<file path="config.mk">
export PLATFORM = sky130hd
export DESIGN_NAME = fixed_point_normalizer
export DESIGN_NICKNAME = d
export VERILOG_FILES = /design/src/rtl/fixed_point_normalizer_pkg.sv /design/src/rtl/fixed_point_normalizer_norm_shifter.sv /design/src/rtl/fixed_point_normalizer.sv
export SDC_FILE = /design/constraint.sdc
export NUM_CORES = 1
export LEC_CHECK = 0
export BUFFER_PORTS_ARGS = -buffer_cell sky130_fd_sc_hd__clkbuf_2
export CORE_UTILIZATION = 50
export DETAILED_ROUTE_END_ITERATION = 7
export PLACE_DENSITY = 0.83
export REMOVE_ABC_BUFFERS = 1
export SYNTH_ARGS = -nofsm -noshare
export SYNTH_HDL_FRONTEND = slang
export SYNTH_HIERARCHICAL = 1
export SYNTH_SLANG_ARGS = --single-unit
</file>
<file path="constraint.sdc">
create_clock -name clock -period 1.5 [get_ports clock]
set_input_delay 0.3 -clock clock [delete_from_list [all_inputs] [get_ports clock]]
set_output_delay 0.3 -clock clock [all_outputs]
set_load 0.02 [all_outputs]
</file>
<file path="src/rtl/fixed_point_normalizer_pkg.sv">
// Shared constants and the normalized-result bundle for the sin datapath.
// Used by the normalizer and the float packing stage that follows it.
package fixed_point_normalizer_pkg;

  localparam int WIDTH    = 10;
  localparam int POS_W    = 4;
  localparam int EXP_W    = 5;
  localparam int EXP_BIAS = 15;
  localparam int MAN_W    = 10;

  typedef struct packed {
    logic             zero;
    logic [EXP_W-1:0] exp;
    logic [MAN_W-1:0] man;
  } norm_t;

endpackage

</file>
<file path="src/rtl/fixed_point_normalizer_norm_shifter.sv">
// Combinational left barrel shifter: brings the leading one to the MSB.
// Ports: value/shamt in, man_full = value << shamt (same width as value).
module fixed_point_normalizer_norm_shifter #(
  parameter int WIDTH = 10,
  parameter int SH_W  = 4
) (
  input  logic [WIDTH-1:0] value,
  input  logic [SH_W-1:0]  shamt,
  output logic [WIDTH-1:0] man_full
);

  assign man_full = value << shamt;

endmodule

</file>
<file path="src/rtl/fixed_point_normalizer.sv">
// Two-stage fraction normalizer: lod -> biased exp + MSB-aligned mantissa.
// Ports: clock, reset (async active-low), io_in_* valid/ready/value/lod,
// io_out_* valid/ready/exp/man/zero; io_lod_err when
// FIXED_POINT_NORMALIZER_LOD_CHECK_EN is defined (sticky lod mismatch flag).
module fixed_point_normalizer #(
  parameter int WIDTH    = fixed_point_normalizer_pkg::WIDTH,
  parameter int POS_W    = fixed_point_normalizer_pkg::POS_W,
  parameter int EXP_W    = fixed_point_normalizer_pkg::EXP_W,
  parameter int EXP_BIAS = fixed_point_normalizer_pkg::EXP_BIAS,
  parameter int MAN_W    = fixed_point_normalizer_pkg::MAN_W
) (
  input  logic             clock,
  input  logic             reset,
  input  logic             io_in_valid,
  output logic             io_in_ready,
  input  logic [WIDTH-1:0] io_in_value,
  input  logic [POS_W-1:0] io_in_lod,
  output logic             io_out_valid,
  input  logic             io_out_ready,
  output logic [EXP_W-1:0] io_out_exp,
  output logic [MAN_W-1:0] io_out_man,
  output logic             io_out_zero
`ifdef FIXED_POINT_NORMALIZER_LOD_CHECK_EN
  ,
  output logic             io_lod_err
`endif
);

  import fixed_point_normalizer_pkg::*;

  localparam int XW  = EXP_W + 2;
  localparam int PAD = MAN_W - (WIDTH - 1);

  logic             s1_valid;
  logic             s1_zero;
  logic [POS_W-1:0] s1_shamt;
  logic [EXP_W-1:0] s1_exp;
  logic [WIDTH-1:0] s1_value;
  logic             s2_valid;

  logic             s1_adv;
  logic             s2_adv;
  logic             in_fire;
  logic             in_zero;
  logic [POS_W-1:0] lod_c;
  logic [XW-1:0]    exp_wide;
  logic [WIDTH-1:0] man_full;
  logic [MAN_W-1:0] man;
  logic             unused_bits;

  assign s2_adv      = !s2_valid || io_out_ready;
  assign s1_adv      = s1_valid && s2_adv;
  assign io_in_ready = !s1_valid || s1_adv;
  assign in_fire     = io_in_valid && io_in_ready;
  assign in_zero     = (io_in_value == '0);

  // Out-of-range detector outputs are clamped so the shift stays defined.
  always_comb begin
    lod_c = io_in_lod;
    if (io_in_lod == '0) begin
      lod_c = POS_W'(1);
    end else if (io_in_lod > POS_W'(WIDTH)) begin
      lod_c = POS_W'(WIDTH);
    end
  end

  // EXP_BIAS + lod - 1 - WIDTH, wrapped to XW bits, truncated to EXP_W.
  assign exp_wide = XW'(EXP_BIAS) + XW'(lod_c) - XW'(WIDTH + 1);

  always_ff @(posedge clock or negedge reset) begin
    if (!reset) begin
      s1_valid <= 1'b0;
      s1_zero  <= 1'b0;
      s1_shamt <= '0;
      s1_exp   <= '0;
      s1_value <= '0;
    end else if (in_fire) begin
      s1_valid <= 1'b1;
      s1_zero  <= in_zero;
      s1_shamt <= in_zero ? '0 : POS_W'(WIDTH) - lod_c;
      s1_exp   <= in_zero ? '0 : exp_wide[EXP_W-1:0];
      s1_value <= io_in_value;
    end else if (s1_adv) begin
      s1_valid <= 1'b0;
    end
  end

  fixed_point_normalizer_norm_shifter #(
    .WIDTH (WIDTH),
    .SH_W  (POS_W)
  ) u_shift (
    .value    (s1_value),
    .shamt    (s1_shamt),
    .man_full (man_full)
  );

  // Drop the hidden one, left-align the rest in the mantissa field.
  assign man = MAN_W'(man_full[WIDTH-2:0]) << PAD;

  assign unused_bits = ^{man_full[WIDTH-1], exp_wide[XW-1:EXP_W]};

  always_ff @(posedge clock or negedge reset) begin
    if (!reset) begin
      s2_valid    <= 1'b0;
      io_out_exp  <= '0;
      io_out_man  <= '0;
      io_out_zero <= 1'b0;
    end else if (s2_adv) begin
      s2_valid <= s1_valid;
      if (s1_valid) begin
        io_out_exp  <= s1_exp;
        io_out_man  <= s1_zero ? '0 : man;
        io_out_zero <= s1_zero;
      end
    end
  end

  assign io_out_valid = s2_valid;

`ifdef FIXED_POINT_NORMALIZER_LOD_CHECK_EN
  function automatic logic [POS_W-1:0] calc_lod(
    input logic [WIDTH-1:0] v
  );
    calc_lod = POS_W'(1);
    for (int i = 1; i < WIDTH; i++) begin
      if (v[i]) calc_lod = POS_W'(i + 1);
    end
  endfunction

  always_ff @(posedge clock or negedge reset) begin
    if (!reset) begin
      io_lod_err <= 1'b0;
    end else if (in_fire && !in_zero &&
                 io_in_lod != calc_lod(io_in_value)) begin
      io_lod_err <= 1'b1;
    end
  end
`endif

endmodule

</file>
## Word level (Yosys, flattened, before mapping)

Cells that the tools add are included.

- Word-level logic and storage cells: 31
- Register bits: 38
- Input bits: 18
- Output and inout bits: 18

- Shifts and indexed selects: 1
- $lt $le $gt $ge: 1
- Add/subtract/negate cells: 3
- Reduce and logical (&&, ||, !) cells: 10
- Multiplexer cells: 7

Operator list:

| cell | number |
|---|---|
| 4-bit two-way mux | 3 |
| 10-bit zero test | 1 |
| 10-bit two-way mux | 1 |
| 10-bit by 4-bit << shifter with 9-bit output | 1 |
| 4-bit by 4-bit adder with 5-bit output, first input constant | 1 |
| 5-bit two-way mux | 1 |
| 5-bit by 4-bit subtractor with 5-bit output, second input constant | 1 |
| 4-bit > comparator, second input constant | 1 |
| 4-bit zero test | 1 |
| 4-bit subtractor, first input constant | 1 |
| 1-bit logical AND | 2 |
| 1-bit zero test | 2 |
| 1-bit logical OR | 2 |
| 1-bit two-way mux | 2 |
| 2-bit AND reduction | 1 |
| 2-bit nonzero test | 1 |

## Depth between registers and ports, before layout

Gate-level depths: netlist of the first run.

- Depth after elaboration: 6
- Depth in mapped cells: 8
- Gate-level depth less buffers: 6

## Modules after synthesis

Netlist of the first run, hierarchy kept.

Modules (own cells, without submodules):

| module | area each (sq um) | sequential area each (sq um) | times used | cells each |
|---|---|---|---|---|
| fixed_point_normalizer | 1,581.5 | 900.9 | 1 | 118 |
| fixed_point_normalizer_norm_shifter | 387.9 | 0.0 | 1 | 52 |

## Worst setup path after synthesis of the first run

OpenSTA, ideal clock, no wires.

- Kind: register -> register
- Start point: register s1_shamt[0]
- End point: register io_out_man[9]
- Period minus slack after synthesis: 1.602 ns
- Stages on the path, launching flop included: 8
- Arrival: 1.538 ns
- Slack: -0.102 ns
- Setup time: 0.065 ns
- Buffers on the path: 2
- Required time: 1.435 ns
- Cell sequence: dfrtp_1 -> buf_6 -> buf_8 -> mux2i_1 -> mux4_2 -> o21ai_1 -> nor2b_1 -> mux2_2

- Longest elaborated chain between the ends: 2

RTL lines:

| what | RTL line | text |
|---|---|---|
| from (decl) | fixed_point_normalizer.sv:36 | `logic [POS_W-1:0] s1_shamt;` |
| from (signal assigned) | fixed_point_normalizer.sv:80 | `s1_shamt <= in_zero ? '0 : POS_W'(WIDTH) - lod_c;` |
| 10-bit by 4-bit << shifter with 9-bit output | fixed_point_normalizer_norm_shifter.sv:12 | `assign man_full = value << shamt;` |
| net man_full[8] | fixed_point_normalizer.sv:47 | `logic [WIDTH-1:0] man_full;` |
| 10-bit two-way mux | fixed_point_normalizer.sv:112 | `io_out_man <= s1_zero ? '0 : man;` |
| to (signal assigned) | fixed_point_normalizer.sv:112 |  |
| to (decl) | fixed_point_normalizer.sv:21 | `output logic [MAN_W-1:0] io_out_man,` |

The timed path passes the listed nets, and every way through them passes these cells.
A chain may end at the register's enable or synchronous reset.

## Final worst setup path of the first run

Same ends and word-level chain as after synthesis.

==> results of run 1 <==
-- what timing repair did --
action                     CTS  global route
pin swaps                    2             1
gates cloned                 1             0
setup endpoints to repair    8            10
gates resized for setup     11             8
setup buffers                0             0
-- state kept, by name, summed over array words and instances, names as in the netlist --
| register | cells |
|---|---|
| s1_valid | 1 |
| s1_exp | 4 |
| s1_zero | 1 |
| io_out_man | 9 |
| io_out_valid | 1 |
| io_out_zero | 1 |
| s1_shamt | 4 |
| s1_value | 9 |
| io_out_exp | 5 |
-- routing by layer --
layer / wire length, um / global-route usage
met1: 1693 / 0.2588
met2: 1882 / 0.3495
met3: 147 / 0.05616
met4: 20 / 0.04545
met5: 0 / 0
-- worst max-delay path: stages, from the launching register on --
cell     delay [ns]
dfrtp_2        0.46
buf_6          0.15
mux2i_1        0.12
mux4_2         0.48
o21ai_2        0.12
nor2b_1        0.14
mux2_2         0.15
-- where the power goes --
group | internal [mW] | switching (mW) | total, mW
sequential | 1.14 | 0.147 | 1.29
combinational | 0.548 | 0.543 | 1.09
clock | 0.538 | 0.335 | 0.873
-- placed cells by master (no fill, tap or decap), types with 2 or more instances in the layout --
cell and count:
nor4_1 4, nor2_1 5, a2111oi_2 2, inv_1 3, dfrtp_2 2, nor2b_1 11
a21oi_1 4, mux2i_1 6, ha_1 2, clkbuf_8 6, buf_4 14, a211o_1 2
nand2b_1 5, dfrtp_1 33, o2bb2ai_1 4, nand3_1 5, mux2_2 22, o31ai_1 3
clkbuf_2 33, o21ai_0 5, mux2_4 3, nand2_1 5
-- cell type report --
type	count	area, um2
Multi-Input combinational cell	109	935.9
Clock inverter	2	35.03
Timing Repair Buffer	50	306.5
Fill cell	272	1150
Sequential cell	35	878.3
Tap cell	46	57.56
Clock buffer	6	82.58
Inverter	4	22.52
-- path summary, 6_finish.rpt --
check                                        startpoint                        end  cells after the start
worst max-delay path            s1_shamt[0]$_DFFE_PN0P_  io_out_man[9]$_DFFE_PN0P_                      6
worst min-delay path                              reset  io_out_man[9]$_DFFE_PN0P_                      2
worst max register to register  s1_shamt[0]$_DFFE_PN0P_  io_out_man[9]$_DFFE_PN0P_                      6
worst min register to register    s1_exp[1]$_DFFE_PN0P_      s1_exp[1]$_DFFE_PN0P_                      1
max in group asynchronous                         reset    s1_shamt[0]$_DFFE_PN0P_                      2
min in group clock                       io_in_value[8]    s1_value[8]$_DFFE_PN0P_                      2
==> summary.md, run 1 <==
| Metric | Value |
|---|---|
| Status | `finished with violations` |
| Violated checks | `setup timing` |
| Post-Syn Area | `between 1500 and 2000 um2` |
| Die area | `around 4000 um2` |
| Max cap viols | `0` |
| Die height | `63.19 um` |
| Initial antenna violation count | `0` |
| DR pass1 iterations | `4` |
| WS Path Type | `reg2reg` |
| Cell total after placement | `243` |
| Period utilisation layout | `1.104` |
| Mean post-synth cell area | `11.63 um2` |
| Synth Warn # | `6` |
| Total congestion overflow | `0` |
| IO Count | `36` |
| Final WL | `about 3.7 mm` |
| Clock tree root driver cell | `clkbuf_8` |
| Fin crit period | `~1.7 ns` |
| 1st-iter DRT viols | `64` |
| Hold WC Path Type | `in2async` |
| Gr usage total | `0.2051` |
| DP HPWL | `between 2 and 3 mm` |
| CP Launch Type | `flip-flop` |
| Critical path required time | `between 1.5 and 2 ns` |
| Layout Cells excl Fill | `252` |
| Post-Syn Instances | `161` |
| Vias per cell | `5.476` |
| Die Wd | `about 63 um` |
| Setup TNS | `-0.7550 ns` |
| Setup violations, final | `7` |
| Number of cell rows | `21` |
| PortBufs | `34` |
| Routability Congestion | `about 0.96` |
| Global-route wire length before repair | `between 6 and 7 mm` |
| Fin area | `roughly 2300 um2` |
| Vias in the first global route | `approximately 1400` |
| H-tree levels | `2` |
| FF-to-FF setup slack | `-0.16 ns` |
| Pre-CTS setup slack | `-0.2209 ns` |
| CP endpoint kind | `flip-flop` |
| Inserted Diodes | `0` |
| Vias | `1380` |
| Pin count of the biggest net entering global routing | `36` |
| Worst endpoint data arrival time | `1.89 ns` |
| Initial core utilization | `0.5397` |
| CTS tree | `yes` |
| Final net count | `~230` |
| # clock sinks | `35` |
| Area post-placement | `2135 um2` |
| Leak pwr | `between 1 and 1.5 nW` |
| Drt wl/cell | `14.86 um` |
| Fin util | `0.6685` |
| Core area | `between 3000 and 4000 um2` |
| Design Power | `between 3 and 4 mW` |
| Clk pin slew, worst setup/hold paths | `roughly 0.070 ns` |
| Antenna Nets Post-Route | `0` |
| CTS Hold Buffers Added | `0` |
| RSZ-0062 raised after global routing | `yes` |
| Max Transition Viols Final | `0` |
| CP max FO | `7` |
| Fmax | `604.0 MHz` |
| Power per cell area | `1402 nW/um2` |
| Hold_ws | `0.03771 ns` |
| Final setup margin | `-0.1557 ns` |
| Clock latency on the worst-skew pair | `0.29 ns` |
| Clk_skew | `between 0.007 and 0.008 ns` |
| Longest Clk Path Bufs | `2` |
| Inserted Clock Buffers | `5` |
| Layout cells sized above 1 | `0.4709` |
| VDD IR max | `about 760 uV` |
| Final hold vios | `0` |
| Area Growth Syn to Fin | `23.86%` |
| DRC viols | `0` |
Note: power is estimated with default switching activity, not from simulation.
==> run 2, diff against run 1 <==
Settings changed: CORE_UTILIZATION 50 to 40, PLACE_DENSITY 0.83 to 0.7.
==> summary.md, run 2 (same netlist as run 1, synthesis figures left out) <==
| Metric | Value |
|---|---|
| CP Launch Type | `flip-flop` |
| Fin crit period | `1.651 ns (-0.004262 ns)` |
| Biggest regs | `io_out_man: 9 flops, s1_value: 9 flops, io_out_exp: 5 flops` |
| Buf+Inv Stages, Crit Path | `1 (unchanged)` |
| Critical path required time | `1.73 ns (about the same)` |
| Power per cell area | `1307 nW/um2 (-6.8%)` |
| Setup violations, final | `8 (+1)` |
| Antenna Nets Post-Route | `0 (unchanged)` |
| Global-route wire length before repair | `6.072 mm (-5.9%)` |
| DRC viols | `0 (unchanged)` |
| Worst endpoint data arrival time | `1.88 ns (about the same)` |
| Area Growth Syn to Fin | `22.99%` |
| Slowest-stage cell, CP | `dfrtp_2` |
| CTS tree | `yes` |
| Setup TNS | `-0.7601 ns (-0.005128 ns)` |
| Max incr delay on CP | `0.46 ns (-0.02 ns)` |
| Most frequent cells in the layout | `clkbuf_2 (33), dfrtp_1 (33), mux2_2 (22)` |
| FF/Latch Area | `878.3 um2 (unchanged)` |
| Crit path capture | `io_out_man[9]$_DFFE_PN0P_` |
| Vias per cell | `5.134 (-6.2%)` |
| CP delay by family, top | `multiplexers` |
| Hold WC Path Type | `in2async` |
| Number of cells on the critical path | `6 (unchanged)` |
| Clock latency on the worst-skew pair | `0.28 ns (about the same)` |
| Filler instances | `408 (+50%)` |
| Crit Reg-Reg Startpoint | `s1_shamt[0]$_DFFE_PN0P_` |
| Die Wd | `70.41 um (+11%)` |
| Setup crit start | `s1_shamt[0]$_DFFE_PN0P_` |
| Final net count | `228 (+1.3%)` |
| Clk pin slew, worst setup/hold paths | `0.07 ns (about the same)` |
| Vias | `1340 (-2.9%)` |
| 1st-iter DRT viols | `72 (+13%)` |
| Initial core utilization | `0.4240 (-0.1156)` |
| CP endpoint kind | `flip-flop` |
| Max cap viols | `0 (unchanged)` |
| Core area | `4414 um2 (+27%)` |
| Final WL | `3.608 mm (-3.6%)` |
| RSZ-0062 raised after global routing | `yes` |
| Longest Clk Path Bufs | `2 (unchanged)` |
| FF-to-FF setup slack | `-0.15 ns (about the same)` |
| Leak pwr | `1.079 nW (-1.3%)` |
| IO Count | `36 (unchanged)` |
| Inserted Diodes | `0 (unchanged)` |
| Hold_ws | `0.03284 ns (-0.004875 ns)` |
| Violated checks | `setup timing` |
| Pin count of the biggest net entering global routing | `36 (unchanged)` |
| Critical Path, Cell by Cell | `buf_6, mux2i_1, mux4_2, o21ai_1, nor2b_1, mux2_2` |
| Clk_skew | `0.004009 ns (-0.003925 ns)` |
| Final hold vios | `0 (unchanged)` |
| Max Transition Viols Final | `0 (unchanged)` |
| Fmax | `605.5 MHz (+0.26%)` |
| CTS Hold Buffers Added | `0 (unchanged)` |
| Worst r2r dst | `io_out_man[9]$_DFFE_PN0P_` |
| Initial antenna violation count | `0 (unchanged)` |
| Clock tree root driver cell | `clkbuf_8` |
| Die height | `70.41 um (+11%)` |
| Die area | `4957 um2 (+24%)` |
| Fin area | `2302 um2 (-0.70%)` |
| Routability Congestion | `0.7739 (-19%)` |
| # clock sinks | `35 (unchanged)` |
| Final setup margin | `-0.1514 ns (+0.004262 ns)` |
| H-tree levels | `2 (unchanged)` |
| Worst r2r path cells | `6 (unchanged)` |
| Drt wl/cell | `13.82 um (-7.0%)` |
| CP max FO | `7 (unchanged)` |
| Gr usage total | `0.1599 (-0.04519)` |
| Area post-placement | `2130 um2 (-0.23%)` |
| PortBufs | `34 (unchanged)` |
| Multi-input gate area | `938.4 um2 (+0.27%)` |
| Total congestion overflow | `0 (unchanged)` |
| Layout cells sized above 1 | `0.4593 (-0.01154)` |
| Inserted Clock Buffers | `5 (unchanged)` |
| Vias in the first global route | `1298 (-7.6%)` |
| DP HPWL | `2.595 mm (-6.5%)` |
| Pre-CTS setup slack | `-0.2395 ns (-0.01856 ns)` |
| DR pass1 iterations | `4 (unchanged)` |
| Status | `finished with violations` |
| Number of cell rows | `24 (+14%)` |
| Period utilisation layout | `1.101 (-0.002841)` |
| VDD IR max | `491.8 uV (-36%)` |
| WS Path Type | `reg2reg` |
run 2: final cells by class:
class	instances	share of cell area
inverters	4	0.009783
flip-flops and latches	35	0.3815
repair buffers	53	0.1375
clock inverters	1	0.002174
clock buffers	7	0.03315
multi-input cells	109	0.4076
well taps	52	0.02826
run 2: report_power, final:
part	internal (mW)	total, mW	switching [mW]
Sequential	1.14	1.29	0.153
Combinational	0.549	1.07	0.517
Clock	0.326	0.650	0.324
run 2: metrics by stage:
stage	instances	power, mW	util
CTS	260	2.984	0.5108
detailed placement	249	2.281	0.4824
global placement	249	2.259	0.4824
global route	261	3.190	0.5215
floorplan	148	1.916	-
finish	261	3.009	0.5215
run 2: worst register-to-register path: stages, from the launching register on:
cell and delay, ns:
dfrtp_2 0.46, buf_6 0.15, mux2i_1 0.13, mux4_2 0.46, o21ai_1 0.12, nor2b_1 0.13, mux2_2 0.15
run 2: worst min path at each step:
stage / startpoint / endpoint / slack [ns]
3_3_place_gp: reset / io_out_man[2]$_DFFE_PN0P_ / 0.36
6_report: reset / io_out_man[2]$_DFFE_PN0P_ / 0.03
5_1_grt: reset / io_out_man[2]$_DFFE_PN0P_ / 0.08
2_1_floorplan: reset / io_out_exp[0]$_DFFE_PN0P_ / 0.004
4_1_cts: reset / io_out_man[4]$_DFFE_PN0P_ / 0.05
3_5_place_dp: reset / io_out_man[2]$_DFFE_PN0P_ / 0.36
run 2: per-layer routing:
layer  vias up  GRT usage  routed length [um]
met5         -          0                   0
met4         0    0.06667                  68
met3         5    0.05195                 158
met2        27     0.2508                1679
met1       641     0.2017                1703
li1        667          -                   -
run 2: repair_timing:
item,CTS,global route
buffers inserted,3,1
resized for setup,7,11
endpoints found under the setup margin,8,9
pin swaps,0,1
==> run 3, diff against run 2 <==
Settings changed: CORE_ASPECT_RATIO from default to 1.4, CTS_BUF_LIST from default to sky130_fd_sc_hd__clkbuf_2.
==> summary.md, run 3 (same netlist as run 1, synthesis figures left out) <==
| Metric | Value |
|---|---|
| Status | `finished with violations` |
| Violated checks | `setup timing` |
| H-tree levels | `2 (unchanged)` |
| Pin count of the biggest net entering global routing | `36 (unchanged)` |
| Area post-placement | `2177 um2 (+2.2%)` |
| Clk_skew | `0.01543 ns (+0.01142 ns)` |
| Design Power | `2.996 mW (-0.41%)` |
| Critical Path, Cell by Cell | `buf_4, mux2i_1, and2_4, a2111oi_4, nor2b_1, mux2_2` |
| Biggest regs | `io_out_man: 9 flops, s1_value: 9 flops, io_out_exp: 5 flops` |
| Die area | `4961 um2 (about the same)` |
| Area Growth Syn to Fin | `27.01%` |
| Flop pwr share | `0.429 (about the same)` |
| CP endpoint kind | `flip-flop` |
| Vias | `1385 (+3.4%)` |
| Die height | `82.94 um (+18%)` |
| # clock sinks | `35 (unchanged)` |
| Global-route wire length before repair | `6.327 mm (+4.2%)` |
| DP HPWL | `2.658 mm (+2.4%)` |
| Final hold vios | `0 (unchanged)` |
| VDD IR max | `752.0 uV (+53%)` |
| Inserted Clock Buffers | `5 (unchanged)` |
| DRC viols | `0 (unchanged)` |
| Fmax | `612.9 MHz (+1.2%)` |
| Longest Clk Path Bufs | `2 (unchanged)` |
| Hold WC Path Type | `in2reg` |
| Most frequent cells in the layout | `clkbuf_2 (38), dfrtp_1 (33), buf_4 (24)` |
| CP delay by family, top | `flip-flops` |
| Drt wl/cell | `13.09 um (-5.3%)` |
| Number of cell rows | `29 (+21%)` |
| Fin area | `2377 um2 (+3.3%)` |
| Vias in the first global route | `1365 (+5.2%)` |
| Leak pwr | `1.121 nW (+3.9%)` |
| Max Transition Viols Final | `0 (unchanged)` |
| Total congestion overflow | `0 (unchanged)` |
| Max cap viols | `0 (unchanged)` |
| RSZ-0062 raised after global routing | `yes` |
| CP max FO | `7 (unchanged)` |
| Routability Congestion | `0.8381 (+8.3%)` |
| Critical path required time | `1.84 ns (+0.11 ns)` |
| CP Launch Type | `flip-flop` |
| Setup violations, final | `8 (unchanged)` |
| Power per cell area | `1260 nW/um2 (-3.6%)` |
| WS Path Type | `reg2reg` |
| Clock power share | `0.204 (-0.012)` |
| DR pass1 iterations | `4 (unchanged)` |
| Initial core utilization | `0.4160 (-0.008018)` |
| Core area | `4499 um2 (+1.9%)` |
| IO Count | `36 (unchanged)` |
| Clk pin slew, worst setup/hold paths | `0.18 ns (+0.11 ns)` |
| Most common cell after layout, fill and taps aside | `clkbuf_2` |
| Buf+Inv Stages, Crit Path | `1 (unchanged)` |
| Period utilisation layout | `1.088 (-0.01328)` |
| Max incr delay on CP | `0.49 ns (+0.03 ns)` |
| Net switching power | `1.007 mW (+1.2%)` |
| Die Wd | `59.82 um (-15%)` |
| PortBufs | `34 (unchanged)` |
| Worst endpoint data arrival time | `1.97 ns (+0.09 ns)` |
| Fin crit period | `1.631 ns (-0.01992 ns)` |
| P_int | `1.990 mW (-1.2%)` |
| 1st-iter DRT viols | `18 (-75%)` |
| Clock latency on the worst-skew pair | `0.40 ns (+0.12 ns)` |
| Fin util | `0.5284 (+0.006823)` |
| Combinational share of power | `0.366 (+0.012)` |
| Vias per cell | `4.964 (-3.3%)` |
| Inserted Diodes | `0 (unchanged)` |
| Final setup margin | `-0.1315 ns (+0.01992 ns)` |
| Final net count | `236 (+3.5%)` |
| Hold_ws | `0.1380 ns (+0.1052 ns)` |
| Final WL | `3.653 mm (+1.2%)` |
| CTS tree | `yes` |
| Slowest-stage cell, CP | `dfrtp_2` |
| Antenna Nets Post-Route | `0 (unchanged)` |
| Initial antenna violation count | `0 (unchanged)` |
| Layout cells sized above 1 | `0.4747 (+0.01532)` |
| Switching Share | `0.3359 (+0.005330)` |
| Gr usage total | `0.1661 (+0.006275)` |
| Clock tree root driver cell | `clkbuf_2` |
-- run 3: cell types whose count changed in the layout (fill, tap and decap cells not counted), moves of 2 or more --
| cell | before | now |
|---|---|---|
| clkbuf_1 | 2 | 0 |
| clkbuf_8 | 5 | 0 |
| clkbuf_2 | 33 | 38 |
| buf_4 | 18 | 24 |
-- run 3: area by class of cell --
class,count,area (um2)
Fill cell,423,2122
Clock inverter,3,43.79
Clock buffer,5,25.02
Multi-Input combinational cell,109,928.4
Timing Repair Buffer,61,401.6
Sequential cell,35,878.3
Tap cell,62,77.57
Inverter,4,22.52
-- run 3: final timing paths --
kind                                         start                        end  slack (ns)  cells past startpoint
hold / removal                      io_in_value[0]    s1_value[0]$_DFFE_PN0P_        0.14                      2
setup / recovery           s1_shamt[0]$_DFFE_PN0P_  io_out_man[4]$_DFFE_PN0P_       -0.13                      6
setup reg to reg           s1_shamt[0]$_DFFE_PN0P_  io_out_man[4]$_DFFE_PN0P_       -0.13                      6
min in group asynchronous                    reset   io_out_valid$_DFFE_PN0P_        0.44                      3
hold reg to reg              s1_exp[3]$_DFFE_PN0P_      s1_exp[3]$_DFFE_PN0P_        0.52                      1
max in group asynchronous                    reset    s1_shamt[2]$_DFFE_PN0P_        0.72                      3
-- run 3: power by group through the flow --
| stage | clock network (mW) | logic (mW) | registers [mW] |
|---|---|---|---|
| 3_5_place_dp | 0 | 1.01 | 1.30 |
| 2_1_floorplan | 0 | 0.468 | 1.45 |
| 4_1_cts | 0.629 | 1.07 | 1.29 |
| 5_1_grt | 0.666 | 1.19 | 1.32 |
| 6_report | 0.612 | 1.10 | 1.29 |
| 3_3_place_gp | 0 | 0.998 | 1.30 |
-- run 3: metal layers --
layer	up-vias	routed length, um	global-route usage
li1	686	-	-
met1	666	1480	0.1945
met2	27	1967	0.2828
met3	6	137	0.03894
met4	0	68	0.06554
met5	-	0	0
-- run 3: metrics by stage --
step,setup slack (ns),cells,TNS (ns)
after floorplan,-0.2188,148,-0.7558
after global placement,-0.1246,262,-0.7217
after detailed placement,-0.1340,262,-0.7999
after CTS,-0.1246,276,-0.7461
after global routing,-0.2277,279,-1.715
final,-0.1315,279,-0.7866
-- run 3: what timing repair did --
action	4_1_cts	5_1_grt
hold buffers	1	0
endpoints found under the hold margin	35	0
gates resized for setup	9	4
endpoints found under the setup margin	9	11
pin swaps	3	1
buffers inserted	5	3
